==> src/rtl/spi_slave_regfile.sv <==
// SPI mode-3 slave register file: {RW,MS,addr[5:0]} command byte, then data bytes with optional auto-increment.
// Optional 3-wire read path enabled by defining SPI_SLAVE_3WIRE_EN (SIM = bit0 of the CTRL4 register).
module spi_slave_regfile #(
  parameter int unsigned NREGS       = 64,
  parameter logic [5:0]  WHOAMI_ADDR = 6'h0F,
  parameter logic [7:0]  WHOAMI_VAL  = 8'h33,
  parameter logic [5:0]  CTRL4_ADDR  = 6'h23,
  parameter int unsigned SYNC_STAGES = 2
) (
  input  logic       clk,
  input  logic       reset,
  input  logic       csn,
  input  logic       sck,
  input  logic       mosi,
  output logic       miso,
  output logic       miso_oe,
  output logic       sdio_out,
  output logic       sdio_oe,
  input  logic       loc_we,
  input  logic [5:0] loc_addr,
  input  logic [7:0] loc_wdata,
  output logic       wr_strobe,
  output logic [5:0] wr_addr,
  output logic [7:0] wr_data
);

  typedef enum logic [1:0] {IDLE, CMD, DATA} state_t;

  state_t state, state_nx;

  logic [SYNC_STAGES-1:0] csn_sync, sck_sync, mosi_sync;
  logic       csn_d, sck_d;
  logic       csn_s, sck_s, mosi_s;
  logic       csn_fall_c, csn_rise_c, sck_fall_c, sck_rise_c;

  logic [2:0] bit_cnt;
  logic [7:0] rx_sh;
  logic [7:0] tx_sh;
  logic       rw, ms;
  logic [5:0] addr;
  logic       sim;

  logic [7:0] regs [NREGS];

  logic       shift_in_c, cmd_done_c, commit_c, adv_c, load_c, shift_out_c;
  logic [7:0] rx_byte_c, rd_byte_c;
  logic       addr_ok_c, loc_ok_c, tx_bit_c;
  logic [5:0] addr_next_c;

  // csn chain resets low so a csn already held low at reset release cannot fake a frame start
  always_ff @(posedge clk or posedge reset) begin
    if (reset) begin
      csn_sync  <= '0;
      sck_sync  <= '1;
      mosi_sync <= '0;
      csn_d     <= 1'b0;
      sck_d     <= 1'b1;
    end else begin
      csn_sync  <= {csn_sync[SYNC_STAGES-2:0], csn};
      sck_sync  <= {sck_sync[SYNC_STAGES-2:0], sck};
      mosi_sync <= {mosi_sync[SYNC_STAGES-2:0], mosi};
      csn_d     <= csn_s;
      sck_d     <= sck_s;
    end
  end

  assign csn_s      = csn_sync[SYNC_STAGES-1];
  assign sck_s      = sck_sync[SYNC_STAGES-1];
  assign mosi_s     = mosi_sync[SYNC_STAGES-1];
  assign csn_fall_c = csn_d & ~csn_s;
  assign csn_rise_c = ~csn_d & csn_s;
  assign sck_fall_c = sck_d & ~sck_s;
  assign sck_rise_c = ~sck_d & sck_s;

  assign rx_byte_c   = {rx_sh[6:0], mosi_s};
  assign addr_ok_c   = {1'b0, addr} < 7'(NREGS);
  assign loc_ok_c    = {1'b0, loc_addr} < 7'(NREGS);
  assign addr_next_c = (addr == 6'(NREGS - 1)) ? 6'd0 : addr + 6'd1;
  assign tx_bit_c    = load_c ? rd_byte_c[7] : tx_sh[7];

  always_comb begin
    rd_byte_c = 8'h00;
    if (addr_ok_c) rd_byte_c = (addr == WHOAMI_ADDR) ? WHOAMI_VAL : regs[addr];
  end

  always_ff @(posedge clk or posedge reset) begin
    if (reset) state <= IDLE;
    else       state <= state_nx;
  end

  always_comb begin
    state_nx = state;
    case (state)
      IDLE:    if (csn_fall_c) state_nx = CMD;
      CMD:     if (csn_rise_c) state_nx = IDLE;
               else if (shift_in_c && bit_cnt == 3'd7) state_nx = DATA;
      DATA:    if (csn_rise_c) state_nx = IDLE;
      default: state_nx = IDLE;
    endcase
  end

  // Per-clock action decodes; a csn rise overrides any coincident sck edge
  always_comb begin
    shift_in_c  = 1'b0;
    cmd_done_c  = 1'b0;
    commit_c    = 1'b0;
    adv_c       = 1'b0;
    load_c      = 1'b0;
    shift_out_c = 1'b0;
    if (state != IDLE && !csn_rise_c) begin
      shift_in_c = sck_rise_c;
      if (state == CMD) begin
        cmd_done_c = sck_rise_c && bit_cnt == 3'd7;
      end else if (state == DATA) begin
        commit_c    = sck_rise_c && bit_cnt == 3'd7 && !rw && addr_ok_c && addr != WHOAMI_ADDR;
        adv_c       = sck_rise_c && bit_cnt == 3'd7 && ms;
        load_c      = sck_fall_c && rw && bit_cnt == 3'd0;
        shift_out_c = sck_fall_c && rw && bit_cnt != 3'd0;
      end
    end
  end

  always_ff @(posedge clk or posedge reset) begin
    if (reset) begin
      bit_cnt   <= 3'd0;
      rx_sh     <= 8'h00;
      tx_sh     <= 8'h00;
      rw        <= 1'b0;
      ms        <= 1'b0;
      addr      <= 6'd0;
      miso      <= 1'b0;
      miso_oe   <= 1'b0;
      wr_strobe <= 1'b0;
      wr_addr   <= 6'd0;
      wr_data   <= 8'h00;
    end else begin
      wr_strobe <= commit_c;
      if (commit_c) begin
        wr_addr <= addr;
        wr_data <= rx_byte_c;
      end
      if (csn_fall_c) bit_cnt <= 3'd0;
      if (shift_in_c) begin
        rx_sh   <= rx_byte_c;
        bit_cnt <= bit_cnt + 3'd1;
      end
      if (cmd_done_c) begin
        rw   <= rx_byte_c[7];
        ms   <= rx_byte_c[6];
        addr <= rx_byte_c[5:0];
      end else if (adv_c) begin
        addr <= addr_next_c;
      end
      if (load_c)           tx_sh <= {rd_byte_c[6:0], 1'b0};
      else if (shift_out_c) tx_sh <= {tx_sh[6:0], 1'b0};
      if (csn_rise_c) begin
        miso    <= 1'b0;
        miso_oe <= 1'b0;
      end else if (load_c || shift_out_c) begin
        miso <= tx_bit_c & ~sim;
        if (load_c) miso_oe <= ~sim;
      end
    end
  end

  // SPI commit wins over a local write to the same address in the same cycle
  always_ff @(posedge clk or posedge reset) begin
    if (reset) begin
      for (int i = 0; i < NREGS; i++) regs[i] <= 8'h00;
    end else begin
      if (loc_we && loc_ok_c && !(commit_c && loc_addr == addr)) regs[loc_addr] <= loc_wdata;
      if (commit_c) regs[addr] <= rx_byte_c;
    end
  end

`ifdef SPI_SLAVE_3WIRE_EN
  localparam bit             CTRL4_OK  = {1'b0, CTRL4_ADDR} < 7'(NREGS);
  localparam logic [5:0]     CTRL4_IDX = CTRL4_OK ? CTRL4_ADDR : 6'd0;

  // SIM is sampled at frame start so a change applies from the next frame
  always_ff @(posedge clk or posedge reset) begin
    if (reset) begin
      sim      <= 1'b0;
      sdio_out <= 1'b0;
      sdio_oe  <= 1'b0;
    end else begin
      if (csn_fall_c) sim <= CTRL4_OK & regs[CTRL4_IDX][0];
      if (csn_rise_c) begin
        sdio_out <= 1'b0;
        sdio_oe  <= 1'b0;
      end else if (load_c || shift_out_c) begin
        sdio_out <= tx_bit_c & sim;
        if (load_c) sdio_oe <= sim;
      end
    end
  end
`else
  logic unused_ctrl4;
  assign unused_ctrl4 = ^CTRL4_ADDR;
  assign sim          = 1'b0;
  assign sdio_out     = 1'b0;
  assign sdio_oe      = 1'b0;
`endif

endmodule

==> config.mk <==
export PLATFORM = sky130hd
export DESIGN_NAME = spi_slave_regfile
export DESIGN_NICKNAME = d
export VERILOG_FILES = /design/src/rtl/spi_slave_regfile.sv
export SDC_FILE = /design/constraint.sdc
export NUM_CORES = 2
export LEC_CHECK = 0
export BUFFER_PORTS_ARGS = -buffer_cell sky130_fd_sc_hd__buf_2
export CORE_ASPECT_RATIO = 1.2
export CORE_MARGIN = 5
export CORE_UTILIZATION = 60
export CTS_BUF_LIST = sky130_fd_sc_hd__clkbuf_8 sky130_fd_sc_hd__clkbuf_16
export DETAILED_ROUTE_END_ITERATION = 7
export PLACE_DENSITY = 0.76
export SYNTH_ARGS = -nofsm -noshare
export SYNTH_HDL_FRONTEND = slang
export SYNTH_SLANG_ARGS = --single-unit
==> constraint.sdc <==
create_clock -name clk -period 44.6 [get_ports clk]
set_input_delay 4.46 -clock clk [delete_from_list [all_inputs] [get_ports clk]]
set_output_delay 4.46 -clock clk [all_outputs]
set_load 0.1 [all_outputs]
==> impl_metrics.tcl <==
set metrics [dict create \
    post_drt_wl_per_cell_um 29.4 \
    grt.total_usage 0.390 \
    cts_made_buffers 58 \
    tightest_slew_ns 1.47 \
    core_region_area_mm2 0.0515 \
    reg2reg_to "miso$_DFFE_PP0P_" \
    finalCritPeriodShare 0.156 \
    final_nets 3104 \
    drv_slew 0 \
    top_level_ports 39 \
    dr_total_vias 26800 \
    yosys.cell_types.count 72 \
    skew_ns 0.0497 \
    cts.path.max_buffers 3 \
    grt_max_degree 178 \
    rsz0062_at_grt "false" \
    hold_violations 0 \
    synth_edf_count 0 \
    netlist_area_mm2 0.0311 \
    dp_cells 3717 \
    fin_crit_ns 6.97 \
    antenna_found_initial 4 \
    cellPowerDensity_mw_per_mm2 40.3 \
    setup_viol 0 \
    cp.arrival_ns 7.46 \
    synth_warnings 0 \
    grt_overflow 0 \
    fin_cells 3827 \
    final.setup.tns_ns 0 \
    insertion_delay_ns 0.65 \
    holdPathEnd "csn_sync[1]$_DFF_PP0_" \
    synth_area_leader_cell "dfrtp_1" \
    pwr-share-seq 0.462 \
    cts_setup_buffers 0 \
    drc 1 \
    cp-start-kind "input pin" \
    htree_num_levels 2 \
    p_total_mw 1.34 \
    r2r_start "addr[1]$_DFFE_PP0P_" \
    place_ws_ns 37.34 \
    drive_gt1_frac 0.102 \
    wl_mm 112 \
    drt-initial-drc-count 4072 \
    routabilityCongestion 1.05 \
    r2r_setup_slack_ns 39.81 \
    path_clk_slew_ns 0.06 \
    root_buffer "clkbuf_16" \
    syn_to_final_growth_pct 7.09 \
    slew_headroom 0.0113 \
    synth_area_leaders "dfrtp_1 (45%), mux2i_1 (18%), a21oi_1 (6.0%), nor2_1 (4.9%), nand2_1 (3.6%)" \
    reg2reg_depth 8 \
    vias_per_cell 7.01 \
    fp.dieH_um 260 \
    cts_resized 0 \
    clkPwrFrac 0.375 \
    portBuffers 36 \
    hp-start "csn_sync[0]$_DFF_PP0_" \
    p_sw_mw 0.412 \
    vdd_drop_max_mv 0.0354 \
    worst_slack_ns 37.63 \
    min_path_type "reg -> reg" \
    drv_cap 1 \
    final_common_cell "mux2i_1" \
    die_width_um 218 \
    die_area_mm2 0.0566 \
    cts_tree "yes" \
    status "finished, violations left" \
    synthFlopType "dfrtp_1" \
    start_util 0.605 \
    violations "design-rule violations, max-capacitance violations" \
    p_int_mw 0.932 \
    syn_area_per_cell_um2 9.55 \
    async_reset_ff_frac 1.00 \
    p_leak_nw 13.0 \
    crit_required_ns 45.08 \
    synth_cells 3263 \
    swShare 0.307 \
    ys_seq_elements 564 \
    cts.sinks 564 \
    hold_buffers 0 \
    grt_pass1_wl_mm 168 \
    synth_top_area_frac 0.451 \
    synth.yosys.seq_area_share 0.453 \
    detail-route-antenna-nets 0 \
    cp_max_fo 10 \
    num_rows 91 \
    clock.fmax_ghz 0.143 \
    combinationalPowerShare 0.163 \
    dr.pass1.iters 8 \
    crit_type "in -> reg" \
    final_cell_mix "mux2i_1 (560), dfrtp_1 (550), nor2_1 (401)" \
    endpoint_kind "flip-flop" \
    worstHoldPathCells 0 \
    grt_pass1_vias 25900 \
    hpwl_mm 68.9 \
]
## registers in the layout, indices dropped and copies added, names as in the netlist
signal	flops
sck_sync	2
miso_oe	1
wr_addr	6
addr	6
csn_sync	2
csn_d	1
ms	1
rw	1
mosi_sync	2
regs	512
wr_data	8
miso	1
bit_cnt	3
rx_sh	7
state	2
sck_d	1
tx_sh	7
wr_strobe	1
## layout make-up
type	instances	area, µm²
Antenna cell	2	5.00
Multi-Input combinational cell	2350	15700
Inverter	11	48.8
Timing Repair Buffer	95	648
Clock inverter	38	335
Fill cell	4112	18100
Clock buffer	70	1630
Sequential cell	564	14100
Tap cell	697	872
## how the worst max path moves through the flow
stage               cells after the start         from  slack, ns                   to
floorplan                               1        reset      24.37  addr[0]$_DFFE_PP0P_
global placement                        6  loc_addr[2]      37.41  regs[120]$_DFF_PP0_
detailed placement                      6  loc_addr[2]      37.34  regs[125]$_DFF_PP0_
CTS                                     6  loc_addr[2]      37.98  regs[124]$_DFF_PP0_
global route                            6  loc_addr[4]      37.74  regs[476]$_DFF_PP0_
finish                                  6  loc_addr[4]      37.63  regs[478]$_DFF_PP0_
## layer usage
| layer | global-route usage | part of all wire |
|---|---|---|
| met1 | 0.506 | 0.36 |
| met2 | 0.597 | 0.45 |
| met3 | 0.0892 | 0.12 |
| met4 | 0.241 | 0.076 |
| met5 | 0 | 0 |
## cells by family after synthesis
logic type | synth area share
AO/OA/AOI/OAI | 0.153
XOR/XNOR | 0.00169
adder cells (fa/ha/maj) | 0.00161
buffers and inverters | 0.0458
flip-flops | 0.453
multiplexers | 0.215
other | 0.000120
AND/OR/NAND/NOR | 0.129
## power groups by stage
stage               Combinational [mW]  Clock, mW  Sequential, mW
floorplan                        0.152          0           0.609
global placement                 0.204          0           0.622
detailed placement               0.212          0           0.625
CTS                              0.212      0.505           0.617
global route                     0.231      0.527           0.626
finish                           0.219      0.505           0.620
## Yosys cell counts (41+ instances only)
cell,n
a221oi_1,51
a21oi_1,375
clkbuf_1,236
o21ai_0,97
mux2i_1,560
a22oi_1,93
dfrtp_1,561
and3_1,41
nor2_1,403
buf_1,46
mux2_2,42
buf_2,48
o21ai_1,111
nand2_1,296
## worst max-delay path, cell delays in order
cell      delay, ns
buf_2          0.16
nand2b_1       0.47
nor3_1         1.26
and3_1         0.71
mux2i_1        0.29
a21oi_1        0.10
## stage by stage
stage / hold slack [ns] / instance area (µm²) / util
global placement: 0.334 / 31400 / 0.610
floorplan: 0.331 / 31200 / -
CTS: 0.350 / 33400 / 0.648
detailed placement: 0.336 / 31400 / 0.610
finish: 0.346 / 33400 / 0.648
global route: 0.363 / 33400 / 0.648
(Power assumes the default switching activity.)
